--- src/rtl/program_loader.sv ---
// program_loader: loads a 32-bit program image from a host halfword stream into
// program memory, reports the loaded instruction count and gates execution.
//
// Optional feature: define PROGRAM_LOADER_CHECKSUM_EN to get a running 16-bit
// sum of all accepted halfwords on `checksum`. When it is undefined, `checksum`
// is tied to 0.
//
// Ports:
//   clk          system clock, rising edge
//   rst          synchronous active-low reset
//   load_start   pulse, starts a new load (ignored while running)
//   s_valid      host halfword valid
//   s_ready      loader accepts a halfword (decoded from state)
//   s_data       halfword, high half of each word first
//   s_last       marks the final halfword of the image
//   run_req      pulse, request execution (honoured only when ready)
//   stop_req     pulse, withdraw execution
//   pm_we        program memory write strobe
//   pm_wr_addr   program memory write address
//   pm_wr_data   program memory write data
//   pc_max       number of instructions loaded (0 on error or mid-load)
//   run_program  execution enable to the fetch driver
//   load_err     sticky load error, cleared by load_start
//   checksum     image checksum, or 0 when the feature is disabled
module program_loader #(
  parameter int unsigned ADDR_W = 10
) (
  input  logic              clk,
  input  logic              rst,
  input  logic              load_start,
  input  logic              s_valid,
  output logic              s_ready,
  input  logic [15:0]       s_data,
  input  logic              s_last,
  input  logic              run_req,
  input  logic              stop_req,
  output logic              pm_we,
  output logic [ADDR_W-1:0] pm_wr_addr,
  output logic [31:0]       pm_wr_data,
  output logic [31:0]       pc_max,
  output logic              run_program,
  output logic              load_err,
  output logic [15:0]       checksum
);

  typedef enum logic [2:0] {
    StIdle,
    StLoadHi,
    StLoadLo,
    StWrite,
    StReady,
    StRun,
    StErr
  } state_e;

  // word_cnt equals DEPTH exactly when memory is full.
  localparam logic [ADDR_W:0] CntFull = {1'b1, {ADDR_W{1'b0}}};

  state_e              state_q;
  logic [ADDR_W:0]     word_cnt_q;
  logic [15:0]         hi_q;
  logic                last_q;
  logic                pm_we_q;
  logic [ADDR_W-1:0]   pm_wr_addr_q;
  logic [31:0]         pm_wr_data_q;
  logic [31:0]         pc_max_q;
  logic                run_program_q;
  logic                load_err_q;

  logic                xfer;
  logic                restart;
  logic [ADDR_W:0]     cnt_inc;

  assign s_ready = (state_q == StLoadHi) || (state_q == StLoadLo);
  assign xfer    = s_valid && s_ready;
  // A running program cannot be overwritten underneath the driver.
  assign restart = load_start && (state_q != StRun);
  assign cnt_inc = word_cnt_q + 1'b1;

  always_ff @(posedge clk) begin
    if (!rst) begin
      state_q       <= StIdle;
      word_cnt_q    <= '0;
      hi_q          <= '0;
      last_q        <= 1'b0;
      pm_we_q       <= 1'b0;
      pm_wr_addr_q  <= '0;
      pm_wr_data_q  <= '0;
      pc_max_q      <= '0;
      run_program_q <= 1'b0;
      load_err_q    <= 1'b0;
    end else begin
      pm_we_q <= 1'b0;
      if (restart) begin
        state_q       <= StLoadHi;
        word_cnt_q    <= '0;
        pc_max_q      <= '0;
        load_err_q    <= 1'b0;
        run_program_q <= 1'b0;
      end else begin
        unique case (state_q)
          StIdle: ;
          StLoadHi: begin
            if (xfer) begin
              if (word_cnt_q == CntFull || s_last) begin
                // Overflow or odd halfword count: nothing written, nothing runs.
                state_q    <= StErr;
                load_err_q <= 1'b1;
                pc_max_q   <= '0;
              end else begin
                hi_q    <= s_data;
                state_q <= StLoadLo;
              end
            end
          end
          StLoadLo: begin
            if (xfer) begin
              // Strobe is registered here so it is high for the whole WRITE cycle.
              pm_we_q      <= 1'b1;
              pm_wr_addr_q <= word_cnt_q[ADDR_W-1:0];
              pm_wr_data_q <= {hi_q, s_data};
              last_q       <= s_last;
              state_q      <= StWrite;
            end
          end
          StWrite: begin
            word_cnt_q <= cnt_inc;
            if (last_q) begin
              pc_max_q <= 32'(cnt_inc);
              state_q  <= StReady;
            end else begin
              state_q <= StLoadHi;
            end
          end
          StReady: begin
            if (run_req) begin
              run_program_q <= 1'b1;
              state_q       <= StRun;
            end
          end
          StRun: begin
            // stop_req beats a simultaneous run_req.
            if (stop_req) begin
              run_program_q <= 1'b0;
              state_q       <= StReady;
            end
          end
          StErr: ;
          default: state_q <= StIdle;
        endcase
      end
    end
  end

  assign pm_we       = pm_we_q;
  assign pm_wr_addr  = pm_wr_addr_q;
  assign pm_wr_data  = pm_wr_data_q;
  assign pc_max      = pc_max_q;
  assign run_program = run_program_q;
  assign load_err    = load_err_q;

`ifdef PROGRAM_LOADER_CHECKSUM_EN
  logic [15:0] checksum_q;

  // A halfword arriving alongside a restart belongs to the abandoned load.
  always_ff @(posedge clk) begin
    if (!rst) begin
      checksum_q <= '0;
    end else if (restart) begin
      checksum_q <= '0;
    end else if (xfer) begin
      checksum_q <= checksum_q + s_data;
    end
  end

  assign checksum = checksum_q;
`else
  assign checksum = '0;
`endif

endmodule

--- config.mk ---
export PLATFORM = sky130hd
export DESIGN_NAME = program_loader
export DESIGN_NICKNAME = d
export VERILOG_FILES = /design/src/rtl/program_loader.sv
export SDC_FILE = /design/constraint.sdc
export NUM_CORES = 1
export LEC_CHECK = 0
export CORE_UTILIZATION = 40
export DETAILED_ROUTE_END_ITERATION = 10
export GPL_TIMING_DRIVEN = 1
export PLACE_DENSITY_LB_ADDON = 0.12
export REMOVE_ABC_BUFFERS = 1
export SYNTH_ARGS = -nofsm -noshare
export SYNTH_HDL_FRONTEND = slang
export SYNTH_SLANG_ARGS = --single-unit
--- constraint.sdc ---
create_clock -name clk -period 4.48 [get_ports clk]
set_clock_uncertainty 0.05 [all_clocks]
set_input_delay 0.672 -clock clk [delete_from_list [all_inputs] [get_ports clk]]
set_output_delay 0.672 -clock clk [all_outputs]
set_load 0.02 [all_outputs]
Word level (Yosys, flattened, before mapping)
Cells that the tools add are included.
W data, S select, Z words.
{"block": "word_totals", "reg_bits": 108, "wordCells": 69}
{"block": "op_classes", "n_addsub": 1, "n_eq_ne": 19, "mux": 16, "bitwise": 5, "reduce_logical": 17}
{"op": "$mux W32", "n": 3}
{"op": "$pmux W32 S2", "n": 1}
{"op": "$mux W3", "n": 6}
{"op": "$pmux W3 S6", "n": 1}
{"op": "$ne A3 B3 Y1 const B", "n": 5}
{"op": "$add A11 B1 Y11 const B", "n": 1}
{"op": "$eq A11 B11 Y1 const B", "n": 1}
{"op": "$ne A2 B2 Y1 const B", "n": 5}
{"op": "$reduce_and A5 Y1", "n": 2}
{"op": "$eq A3 B3 Y1 const B", "n": 3}
{"op": "$reduce_and A3 Y1", "n": 3}
{"op": "$reduce_and A4 Y1", "n": 2}
{"op": "$eq A3 B2 Y1 const B", "n": 2}
{"op": "$not A1 Y1", "n": 5}
{"op": "$mux W1", "n": 4}
{"op": "$ne A2 B1 Y1 const B", "n": 2}
{"op": "$reduce_bool A2 Y1", "n": 2}
{"op": "$reduce_or A2 Y1", "n": 2}
{"op": "$eq A3 B1 Y1 const B", "n": 1}
{"op": "$logic_not A3 Y1", "n": 1}
{"op": "$reduce_or A3 Y1", "n": 1}
{"op": "$logic_and A1 B1 Y1", "n": 2}
{"op": "$logic_or A1 B1 Y1", "n": 2}
{"op": "$pmux W1 S2", "n": 1}

Depth between registers and ports, before layout
{"block": "depth", "word_depth": 6, "depth_mapped": 7, "mapped_depth_nobuf": 6}

Worst setup path before layout
No wires, ideal clock.
{"block": "synth_path", "path_type": "reg2reg", "start": "reg word_cnt_q[0]", "end": "reg pc_max_q[2], in the netlist pc_max[2]", "setup_ns": 0.096, "arrival_time_ns": 2.044, "required_time_ns": 4.334, "slack_ns": 2.290, "stages_incl_launch_ff": 8, "synth_period_minus_slack_ns": 2.190, "cell_sequence": "dfxtp_1 > inv_1 > ha_1 > or4b_4 > o41a_1 > or2_1 > buf_2 > o41ai_2"}
{"block": "synth_between", "elab_chain_cells": 4}
{"element": "start, declared", "line": "60", "rtl": "logic [ADDR_W:0] word_cnt_q;"}
{"element": "start signal, assigned", "line": "127", "rtl": "word_cnt_q <= cnt_inc;"}
{"element": "branches (longest 4 deep; another with $add A11 B1 Y11)"}
{"element": "end signal, assigned", "line": "129", "rtl": "pc_max_q <= 32'(cnt_inc);"}
{"element": "end, declared", "line": "66", "rtl": "logic [31:0] pc_max_q;"}
Several ways; the timed one is not identified. The select of a mux whose other input is x is not followed.
A chain may end at the register's enable or synchronous reset.

Final worst setup path
{"block": "layout_path", "start": "reg word_cnt_q[0]", "end": "reg pc_max_q[7], in the netlist pc_max[7]"}
The elaborated chain is that of the path after synthesis.

==> summary.log <==
qor: floorplanning.floorplan.core_area 9730 um2
qor: job.maxCapViolations 0
qor: clocking.total_cts_buffers 9
qor: placed_design.dpl.hpwl 5.58 mm
qor: placed_design.io_buffers 79
qor: logic_synthesis.sequential_cell_area_fraction_in_the_yosys_report 43.6%
qor: sta.tightestPinTransition 1.06 ns
qor: sta.timing.final.max_slew_violations 0
qor: grt.grt.busiest_layer met2
qor: sta.finalCriticalPeriod 2.57 ns
qor: clocking.cts_max_level 3
qor: placed_design.gp_congestion 0.759
qor: routing.vias_per_cell 4.83
qor: run_status.status finished clean
qor: grt.grt.total_usage 17.1%
qor: placed_design.pre_cts_ws 1.61 ns
qor: grt.grtUsageMet3 4.24%
qor: routing.drt-initial-drc-count 110
qor: clocking.cts_root_buf clkbuf_8
qor: pwr.power.static_leakage 0.00163 uW
qor: logic_synthesis.top_count_cell_post_synth nand2_1
qor: grt.maximum_number_of_pins_on_one_net_before_global_route_repair 68
qor: sta.period_share 57.3%
qor: clocking.clock_sinks 87
qor: setup_path.slowest_stage o41a_1
qor: finish.insertedDiodeCount 0
qor: floorplanning.die_area 10400 um2
qor: pwr.clockPowerShare 36.4%
qor: setup_path.arrival 2.77 ns
qor: sta.grt_setup_unrepaired false
qor: finish.post_route_cells_drive_above_1_share 6.18%
qor: floorplanning.io_pins 117
qor: clocking.post_cts_resize_count 0
qor: floorplanning.die_w 102 um
qor: logic_synthesis.netlist_area 4000 um2
qor: logic_synthesis.synth.lib_cells_used.distinct 43
qor: floorplanning.die_height 102 um
qor: setup_path.criticalPathCategory reg2reg
qor: pwr.seqPwrFrac 55.7%
qor: logic_synthesis.number_of_flops_mapped_to_enable_cells_by_yosys 0
qor: clocking.tritoncts built
qor: clocking.cts.clk_slew.worst_paths 0.10 ns
qor: setup_path.maximum_fanout_along_the_worst_path 13
qor: grt.grt_pass1_vias 2969
qor: sta.maxClockFrequency 389 MHz
qor: setup_path.critPathCaptureType register
qor: logic_synthesis.syn_inst 470
qor: routing.routed_wirelength 8.48 mm
qor: setup_path.timing.critical_path.cells inv_1 -> ha_1 -> or4b_4 -> o41a_1 -> or2_1 -> o41ai_2
qor: clocking.holdBufCountCts 0
qor: grt.grt_pass1_wl 14.0 mm
qor: floorplanning.row_count 36
qor: logic_synthesis.synth.avg_cell_area 8.50 um2
qor: setup_path.critPathMaxStageDelay 0.57 ns
qor: pwr.power.share.combinational 7.9%
qor: grt.grt-ovfl-total 0
qor: logic_synthesis.async_reset_ff_share 0%
qor: finish.syn_to_final_growth 22.5%
qor: pwr.peakVddDrop 0.147 mV
qor: clocking.cts-root-to-sink-buffers 2
qor: pwr.power_switching 373 uW
qor: logic_synthesis.synth_top_area_cell dfxtp_1
qor: setup_path.timing.critical_path.required 4.68 ns
qor: routing.antenna_left 0
qor: pwr.swShare 26.5%
qor: sta.fin_setup_tns 0 ns
qor: finish.final_net_count 554
qor: routing.first_pass_iters 4
qor: floorplanning.initial_core_util 41.1%
qor: sta.final_hold_viol_count 0
qor: logic_synthesis.synth_largest_type_area_fraction 43.6%
qor: routing.detail_route.wl_per_cell 12.7 um
qor: routing.detailroute.via_count 3219
qor: grt.gr-usage-met1 21.2%
qor: pwr.internal_power 1040 uW
qor: worst_hold_path.min-delay-path-class reg2reg
qor: sta.worst_slack 1.91 ns
qor: logic_synthesis.total_of_warnings_raised_by_yosys 0
qor: clocking.number_of_setup_buffers_added_after_cts 0
qor: pwr.total_power 1410 uW
qor: grt.grt_antenna_before_repair 0
qor: clocking.clk_latency 0.36 ns
qor: pwr.power_per_cell_area 288 nW/um2
qor: sta.timing.final.setup_violations 0
qor: grt.gr-usage-met2 28.4%
qor: logic_synthesis.top_ff_cell_synth dfxtp_1
qor: routing.route.detailed.drc 0
qor: logic_synthesis.synth.top_cells.by_area dfxtp_1 (44%), nand2_1 (12%), a21boi_0 (8.3%)
qor: logic_synthesis.synthTopCellsByCount nand2_1 (131), dfxtp_1 (87), a21boi_0 (44), buf_4 (37), clkbuf_1 (31)
qor: setup_path.crit_path_start_kind register
qor: logic_synthesis.ys_ff_latch 87
qor: sta.slew_headroom 29.3%
final cells by class:
class / count / area (um2)
clock inverters: 6 / 46.3
flip-flops and latches: 87 / 1740
repair buffers: 84 / 823
fillers: 935 / 4830
well taps: 133 / 166
inverters: 5 / 18.8
clock buffers: 10 / 138
multi-input cells: 342 / 1960
worst paths after layout:
path | cells after the start | startpoint | slack [ns] | to
max | 6 | word_cnt_q[0]$_SDFFE_PP0P_ | 1.91 | pc_max[7]$_SDFFE_PP0P_
min | 2 | hi_q[5]$_SDFFE_PN0P_ | 0.41 | hi_q[5]$_SDFFE_PN0P_
max reg2reg | 6 | word_cnt_q[0]$_SDFFE_PP0P_ | 1.91 | pc_max[7]$_SDFFE_PP0P_
min reg2reg | 2 | hi_q[5]$_SDFFE_PN0P_ | 0.41 | hi_q[5]$_SDFFE_PN0P_
kinds of logic after synthesis:
kind of cell / after synthesis / synth area share [%]
AOI/OAI and AO/OA: 88 / 17.0
xor gates and xnor gates: 16 / 3.51
adders and majority gates: 2 / 0.626
buffers and inverters: 77 / 11.0
DFF: 87 / 43.6
muxes: 16 / 4.01
other: 1 / 0.0939
and+or+nand+nor: 183 / 20.2
metal layers:
| layer | wire length [um] | vias up |
|---|---|---|
| li1 | - | 1617 |
| met1 | 4020 | 1511 |
| met2 | 3920 | 82 |
| met3 | 443 | 9 |
| met4 | 93 | 0 |
| met5 | 0 | - |
placed cells by master, fill, tap and decap left out, types with 3 or more instances in the layout:
| master | n |
|---|---|
| xnor2_1 | 15 |
| a21boi_0 | 44 |
| o21ai_1 | 3 |
| dfxtp_1 | 87 |
| conb_1 | 37 |
| nand3_1 | 5 |
| o21ai_0 | 4 |
| nor4_1 | 5 |
| inv_1 | 5 |
| buf_4 | 5 |
| and3b_1 | 4 |
| o211ai_1 | 8 |
| nand3b_1 | 3 |
| clkbuf_8 | 10 |
| nor3_1 | 6 |
| clkinv_4 | 3 |
| o31ai_1 | 3 |
| nor2_1 | 11 |
| o41ai_2 | 7 |
| nand2_1 | 131 |
| a21oi_1 | 12 |
| mux2i_1 | 16 |
| or3_1 | 4 |
| clkdlybuf4s50_1 | 78 |
sequential cells by signal, indices dropped and copies added, names as in the netlist:
name / flops
run_program: 1
pm_wr_addr: 10
pm_wr_data: 32
pm_we: 1
pc_max: 11
load_err: 1
word_cnt_q: 11
hi_q: 16
last_q: 1
state_q: 3
power groups by stage:
stage / logic, uW / clock network, uW / registers (uW)
after global routing: 122 / 558 / 786
after detailed placement: 111 / 0 / 802
after global placement: 111 / 0 / 802
after CTS: 112 / 529 / 784
after floorplan: 62.8 / 0 / 802
final: 111 / 513 / 784
stage by stage:
stage / std cells / cell area, um2 / hold slack [ns] / utilization (%)
finish: 667 / 4900 / 0.408 / 50.3
detailed placement: 651 / 4710 / 0.397 / 48.4
global placement: 651 / 4710 / 0.392 / 48.4
global route: 667 / 4900 / 0.436 / 50.3
CTS: 667 / 4900 / 0.410 / 50.3
floorplan: 434 / 3710 / 0.385 / -
critical path, delay by kind of cell, from the launching register on:
| family | cells | cell delay, ns |
|---|---|---|
| AO/OA/AOI/OAI | 2 | 0.89 |
| flip-flops | 1 | 0.39 |
| AND/OR/NAND/NOR | 2 | 0.91 |
| adder cells (fa/ha/maj) | 1 | 0.13 |
| buffers and inverters | 1 | 0.10 |
Power figures use the tool's default switching activity.
